**config.mk**
```make
export PLATFORM = sky130hd
export DESIGN_NAME = kamus_wb_stage
export DESIGN_NICKNAME = d
export VERILOG_FILES = /design/src/rtl/kamus_pkg.sv /design/src/rtl/kamus_wb_load_align.sv /design/src/rtl/kamus_wb_stage.sv
export SDC_FILE = /design/constraint.sdc
export NUM_CORES = 1
export LEC_CHECK = 0
export CORE_MARGIN = 4
export CORE_UTILIZATION = 40
export DETAILED_ROUTE_END_ITERATION = 8
export PLACE_DENSITY = 0.79
export REMOVE_ABC_BUFFERS = 1
export SLEW_MARGIN = 30
export SYNTH_ARGS = -nofsm -noshare
export SYNTH_HDL_FRONTEND = slang
export SYNTH_SLANG_ARGS = --single-unit
```
**constraint.sdc**
```tcl
create_clock -name clk_i -period 2 [get_ports clk_i]
set_input_delay 0.3 -clock clk_i [delete_from_list [all_inputs] [get_ports clk_i]]
set_output_delay 0.3 -clock clk_i [all_outputs]
set_load 0.05 [all_outputs]
```
**src/rtl/kamus_pkg.sv**
```systemverilog
// Shared types for the kamus core writeback path: result select, load size and
// writeback FSM states, plus the misaligned-load rule used at accept time.
package kamus_pkg;

   typedef enum logic [1:0] {
      ALU_RESULT = 2'b00,
      MEM_RESULT = 2'b01,
      NEXT_PC    = 2'b10
   } wb_options_e;

   typedef enum logic [2:0] {
      LB  = 3'b000,
      LH  = 3'b001,
      LW  = 3'b010,
      LBU = 3'b100,
      LHU = 3'b101
   } ld_size_e;

   typedef enum logic [1:0] {
      IDLE     = 2'b00,
      WAIT_MEM = 2'b01,
      DRAIN    = 2'b10
   } wb_state_e;

   // Halfwords need an even byte lane, words need lane 0.
   function automatic logic ld_misaligned(input logic [2:0] size, input logic [1:0] lane);
      logic mis;
      case (size)
         LH, LHU: mis = lane[0];
         LW:      mis = (lane != 2'b00);
         default: mis = 1'b0;
      endcase
      return mis;
   endfunction

endpackage

```
**src/rtl/kamus_wb_load_align.sv**
```systemverilog
// Load data extraction: selects the byte/halfword lane from the L1D word and
// applies sign or zero extension according to the load funct3.
module kamus_wb_load_align
   import kamus_pkg::*;
#(
   parameter int XLEN = 32
) (
   input  logic [2:0]      ld_size,
   input  logic [1:0]      addr,
   input  logic [XLEN-1:0] rdata,
   output logic [XLEN-1:0] ld_data
);

   logic [XLEN-1:0] shifted_s;

   // Lane select by shifting the addressed byte down to bit 0, then extend.
   always_comb begin
      shifted_s = rdata >> {addr, 3'b000};
      ld_data   = '0;
      case (ld_size_e'(ld_size))
         LB:      ld_data = {{(XLEN-8){shifted_s[7]}}, shifted_s[7:0]};
         LH:      ld_data = {{(XLEN-16){shifted_s[15]}}, shifted_s[15:0]};
         LW:      ld_data = rdata;
         LBU:     ld_data = {{(XLEN-8){1'b0}}, shifted_s[7:0]};
         LHU:     ld_data = {{(XLEN-16){1'b0}}, shifted_s[15:0]};
         default: ld_data = '0;
      endcase
   end

endmodule

```
**src/rtl/kamus_wb_stage.sv**
```systemverilog
// Registered MEM/WB stage with load-response wait, flush drain and timeout.
// Optional EX bypass ports are enabled by defining KAMUS_WB_FWD_EN.
module kamus_wb_stage
   import kamus_pkg::*;
#(
   parameter int XLEN        = 32,
   parameter int REG_AW      = 5,
   parameter int TIMEOUT_CYC = 64
) (
   input  logic              clk_i,
   input  logic              rst_ni,
   input  logic              valid_i,
   output logic              ready_o,
   input  logic              regfile_wr_en_i,
   input  logic [1:0]        wb_mux_sel_i,
   input  logic [2:0]        ld_size_i,
   input  logic [XLEN-1:0]   ex_rslt_i,
   input  logic [XLEN-1:0]   next_pc_i,
   input  logic [REG_AW-1:0] rd_addr_i,
   input  logic              is_branch_taken_i,
   input  logic              flush_i,
   input  logic              l1d_rsp_valid_i,
   input  logic [XLEN-1:0]   l1d_rd_data_i,
   output logic              regfile_wr_en_o,
   output logic [REG_AW-1:0] rd_addr_o,
   output logic [XLEN-1:0]   wb_data_o,
   output logic              is_branch_taken_o,
   output logic [XLEN-1:0]   ex_rslt_o,
   output logic              misalign_o,
`ifdef KAMUS_WB_FWD_EN
   output logic              fwd_valid_o,
   output logic [REG_AW-1:0] fwd_rd_o,
   output logic [XLEN-1:0]   fwd_data_o,
`endif
   output logic              timeout_o
);

   localparam int CNT_W = (TIMEOUT_CYC > 1) ? $clog2(TIMEOUT_CYC) : 1;

   wb_state_e         state_r, state_nxt_s;
   logic [CNT_W-1:0]  cnt_r, cnt_nxt_s;
   logic [2:0]        ld_size_r;
   logic [1:0]        lane_r;
   logic [REG_AW-1:0] rd_r;
   logic              wr_en_r;

   logic              accept_s, is_load_s, misalign_s, timeout_hit_s;
   logic              wr_en_nxt_s, misalign_nxt_s, timeout_nxt_s;
   logic [REG_AW-1:0] wr_rd_nxt_s;
   logic [XLEN-1:0]   wr_data_nxt_s, ld_data_s;

   assign ready_o       = (state_r == IDLE);
   assign accept_s      = valid_i & ready_o & ~flush_i;
   assign is_load_s     = (wb_mux_sel_i == MEM_RESULT);
   assign misalign_s    = ld_misaligned(ld_size_i, ex_rslt_i[1:0]);
   assign timeout_hit_s = (TIMEOUT_CYC != 0) && (cnt_r == CNT_W'(TIMEOUT_CYC - 1));

   kamus_wb_load_align #(.XLEN(XLEN)) u_align (
      .ld_size (ld_size_r),
      .addr    (lane_r),
      .rdata   (l1d_rd_data_i),
      .ld_data (ld_data_s)
   );

   // Next-state, wait counter and next values of the registered outputs.
   always_comb begin
      state_nxt_s    = state_r;
      cnt_nxt_s      = cnt_r;
      wr_en_nxt_s    = 1'b0;
      wr_rd_nxt_s    = rd_addr_o;
      wr_data_nxt_s  = wb_data_o;
      misalign_nxt_s = 1'b0;
      timeout_nxt_s  = 1'b0;
      case (state_r)
         IDLE: begin
            if (accept_s && is_load_s) begin
               if (misalign_s) begin
                  misalign_nxt_s = 1'b1;
               end else begin
                  state_nxt_s = WAIT_MEM;
                  cnt_nxt_s   = '0;
               end
            end else if (accept_s && regfile_wr_en_i && (rd_addr_i != '0)) begin
               wr_en_nxt_s = 1'b1;
               wr_rd_nxt_s = rd_addr_i;
               case (wb_mux_sel_i)
                  ALU_RESULT: wr_data_nxt_s = ex_rslt_i;
                  NEXT_PC:    wr_data_nxt_s = next_pc_i;
                  default:    wr_data_nxt_s = '0;
               endcase
            end else begin
               state_nxt_s = IDLE;
            end
         end
         WAIT_MEM: begin
            if (l1d_rsp_valid_i) begin
               state_nxt_s = IDLE;
               if (!flush_i && wr_en_r && (rd_r != '0)) begin
                  wr_en_nxt_s   = 1'b1;
                  wr_rd_nxt_s   = rd_r;
                  wr_data_nxt_s = ld_data_s;
               end else begin
                  wr_en_nxt_s = 1'b0;
               end
            end else if (flush_i) begin
               state_nxt_s = DRAIN;
               cnt_nxt_s   = '0;
            end else if (timeout_hit_s) begin
               state_nxt_s   = IDLE;
               timeout_nxt_s = 1'b1;
            end else begin
               cnt_nxt_s = cnt_r + CNT_W'(1);
            end
         end
         DRAIN: begin
            if (l1d_rsp_valid_i) begin
               state_nxt_s = IDLE;
            end else if (timeout_hit_s) begin
               state_nxt_s   = IDLE;
               timeout_nxt_s = 1'b1;
            end else begin
               cnt_nxt_s = cnt_r + CNT_W'(1);
            end
         end
         default: state_nxt_s = IDLE;
      endcase
   end

   // State and wait counter registers.
   always_ff @(posedge clk_i) begin
      if (!rst_ni) begin
         state_r <= IDLE;
         cnt_r   <= '0;
      end else begin
         state_r <= state_nxt_s;
         cnt_r   <= cnt_nxt_s;
      end
   end

   // Registered outputs plus the load context latched at accept.
   always_ff @(posedge clk_i) begin
      if (!rst_ni) begin
         regfile_wr_en_o   <= 1'b0;
         rd_addr_o         <= '0;
         wb_data_o         <= '0;
         is_branch_taken_o <= 1'b0;
         ex_rslt_o         <= '0;
         misalign_o        <= 1'b0;
         timeout_o         <= 1'b0;
         ld_size_r         <= 3'b000;
         lane_r            <= 2'b00;
         rd_r              <= '0;
         wr_en_r           <= 1'b0;
      end else begin
         regfile_wr_en_o   <= wr_en_nxt_s;
         rd_addr_o         <= wr_rd_nxt_s;
         wb_data_o         <= wr_data_nxt_s;
         is_branch_taken_o <= accept_s & is_branch_taken_i;
         ex_rslt_o         <= accept_s ? ex_rslt_i : '0;
         misalign_o        <= misalign_nxt_s;
         timeout_o         <= timeout_nxt_s;
         if (accept_s) begin
            ld_size_r <= ld_size_i;
            lane_r    <= ex_rslt_i[1:0];
            rd_r      <= rd_addr_i;
            wr_en_r   <= regfile_wr_en_i;
         end
      end
   end

`ifdef KAMUS_WB_FWD_EN
   assign fwd_valid_o = regfile_wr_en_o;
   assign fwd_rd_o    = rd_addr_o;
   assign fwd_data_o  = wb_data_o;
`endif

endmodule
```
==> results.yml <==
clock_network:
  h-tree-depth: 3
  cts_hold_buf: 0
  root_buffer: "clkbuf_16"
  clock_sinks: 92
  cts_tree: "done"
  cts.path.max_buffers: 2
  clk_latency_ns: 0.35
  cts-buffers-inserted: 9
  clk_pin_slew_worst_paths_ns: 0.06
yosys:
  yosysTopAreaCellShare_pct: 39.19
  yosysUniqueCellTypes: 51
  yosysMostFrequentCell: "dfxtp_1"
  synth-main-ff-cell: "dfxtp_1"
  synth_seq_cells: 92
  ys_seq_area_share_pct: 39.19
  synth_cells: 526
  synth_warnings: 0
  yosysTopAreaCell: "dfxtp_1"
  synth.area.top_cells: "dfxtp_1 (39%), mux2i_1 (11%), and3_1 (4.7%)"
  async_reset_ff_share_pct: 0
  avgSynthCellArea_um2: 8.934
  syn_area_um2: 4700
  ys_top_cells_by_count: "dfxtp_1 (92), mux2i_1 (53), nand2_1 (53)"
  synth_edf_count: 0
drt:
  wire_per_inst_um: 19.54
  ant_nets: 0
  routed_via_density: 5.774
  drt-initial-drc-count: 266
  wirelength_um: 16940
  dr.pass1.iters: 5
  drc_errors: 0
  vias: 5006
timing:
  worst_pin_slew_ns: 0.5920
  clock.fmax_mhz: 502.6
  holdWs_ns: 0.4354
  setup_violations: 0
  finClkSkew_ns: 0.006635
  maxSlewViolCount: 0
  setup_ws_ns: 0.01030
  fin_tns_setup_ns: 0
  fin_crit_sh_pct: 99.48
  relSlewSlack_pct: 60.53
  min_period_ns: 1.990
  hold_violations: 0
placement:
  dp_hpwl_um: 12030
  gp_congestion: 0.8036
  dp_slack_ns: -0.3138
  portBuffers: 186
global_route:
  grt_max_degree: 61
  grt_usage_pct: 23.90
  antenna_found_initial: 0
  grt_pass1_wl_um: 25210
  globalRouteOverflowTotal: 0
  grt_pass1_vias: 4978
pwr:
  total_power_uw: 5072
  power_density_nw_per_um2: 686.4
  power_leakage_uw: 0.002972
  ir_worst_vdd_mv: 0.5037
final_layout:
  final_core_util_pct: 64.44
  final_net_count: 838
  areaGrowthSynthToFinish_pct: 57.24
  fill_cells: 971
  drive_gt1_share_pct: 12.71
  diodes: 0
worst_setup_path:
  endpoint_kind: "register"
  crit_type: "in -> reg"
  required_ns: 2.23
  critPathLaunchType: "primary input"
  crit_end: "rd_addr_o[3]"
  r2r_cells: 8
  critPathSlowestCell: "clkdlybuf4s50_1"
  worstSetupPathDepth: 7
  crit_path_start: "rd_addr_i[4]"
  cpPeakStageDelay_ns: 0.44
  cp.buffers_inverters: 2
  reg2reg_slack_ns: 0.05
  r2r-end: "state_r[0]"
  cpLargestDelayFamily: "compound AO/OA/AOI/OAI gates"
  r2r_start: "state_r[1]"
  cp_cell_sequence: "clkdlybuf4s50_1 -> or3_1 -> o311a_1 -> o211a_4 -> buf_12 -> nor2_1 -> a211oi_2"
  cp_data_arrival_time_ns: 2.22
  cp_max_fo: 22
floorplan:
  start_util_pct: 40.98
  fp.dieH_um: 116.4
  die_w_um: 116.4
  rows: 39
  core_area_um2: 11470
  io_pins: 187
  fp.dieArea_um2: 13550
flow_run:
  drv_cap: 0
worst_hold_path:
  min_path_type: "in -> reg"
outcome:
  status: "finished, final reports clean"
metal layers:
layer | vias up | track usage, % | wire, um
li1 | 2343 | - | -
met3 | 47 | 7.876 | 1626
met5 | - | 0 | 0
met2 | 230 | 41.46 | 8377
met1 | 2386 | 26.93 | 6367
met4 | 0 | 9.899 | 569
how the worst min path moves through the flow:
stage	start	end	slack, ns	cells past startpoint
after floorplan	l1d_rsp_valid_i	timeout_o	0.38	1
after global placement	wb_data_o[5]	wb_data_o[5]	0.44	2
after detailed placement	wb_data_o[3]	wb_data_o[3]	0.45	2
after CTS	rst_ni	wb_data_o[7]	0.44	3
after global routing	rst_ni	wb_data_o[7]	0.47	3
final	rst_ni	wb_data_o[7]	0.44	3
worst reg2reg max path, delay by kind of cell (launching register included):
kind | cells | cell delay [ns]
buf+inv | 3 | 0.36
fa+ha+maj | 1 | 0.19
flops | 1 | 0.31
compound gates | 4 | 1.00
placed cells by master (no fill, tap or decap), types with 6 or more instances in the layout:
| cell | n |
|---|---|
| a211o_1 | 6 |
| a211oi_1 | 15 |
| a211oi_2 | 7 |
| a21oi_1 | 22 |
| and3_1 | 35 |
| buf_12 | 6 |
| buf_4 | 36 |
| clkbuf_16 | 9 |
| clkdlybuf4s50_1 | 183 |
| dfxtp_1 | 90 |
| inv_1 | 8 |
| mux2i_1 | 53 |
| nand2_1 | 53 |
| nand2b_1 | 13 |
| nand3_1 | 9 |
| nor2_1 | 31 |
| nor2b_1 | 11 |
| nor3_1 | 10 |
| o2111ai_1 | 16 |
| o211a_1 | 17 |
| o21ai_0 | 9 |
| o22ai_1 | 9 |
| o2bb2ai_1 | 8 |
cell type report:
| cell class | count | area (um2) | share of cell area, % |
|---|---|---|---|
| clock buffers | 11 | 252.7 | 3.420 |
| clock inverters | 4 | 120.1 | 1.625 |
| flip-flops and latches | 92 | 1844 | 24.96 |
| multi-input cells | 379 | 2713 | 36.71 |
| repair buffers | 228 | 2243 | 30.36 |
| well taps | 143 | 178.9 | 2.421 |
| inverters | 10 | 37.54 | 0.5080 |
power by group:
group,switching [uW],internal [uW],total [uW]
Clock,732,1410,2140
Combinational,528,467,995
Sequential,38.8,1900,1930
Total,1300,3770,5070
metrics by stage:
| stage | cells | cell area (um2) |
|---|---|---|
| after floorplan | 481 | 4494 |
| after detailed placement | 847 | 6867 |
| after global routing | 867 | 7390 |
| after global placement | 847 | 6867 |
| final | 867 | 7390 |
| after CTS | 862 | 7247 |
repair_timing:
action / CTS / global route
setup buffers: 0 / 5
resized for setup: 3 / 16
pin swaps: 0 / 2
setup endpoints to repair: 14 / 33
registers in the layout (all words and copies together), names as in the netlist:
register,flops
cnt_r,6
ex_rslt_o,32
is_branch_taken_o,1
lane_r,2
ld_size_r,3
misalign_o,1
rd_addr_o,5
rd_r,5
regfile_wr_en_o,1
state_r,2
timeout_o,1
wb_data_o,32
wr_en_r,1
cell families after synthesis:
kind of cell	count (synthesis)	synth area share [%]
simple gates	190	20.82
compound gates	131	22.20
flops	92	39.19
buf+inv	55	5.165
mux	53	11.29
fa+ha+maj	5	1.331
Power figures use the tool's default switching activity.
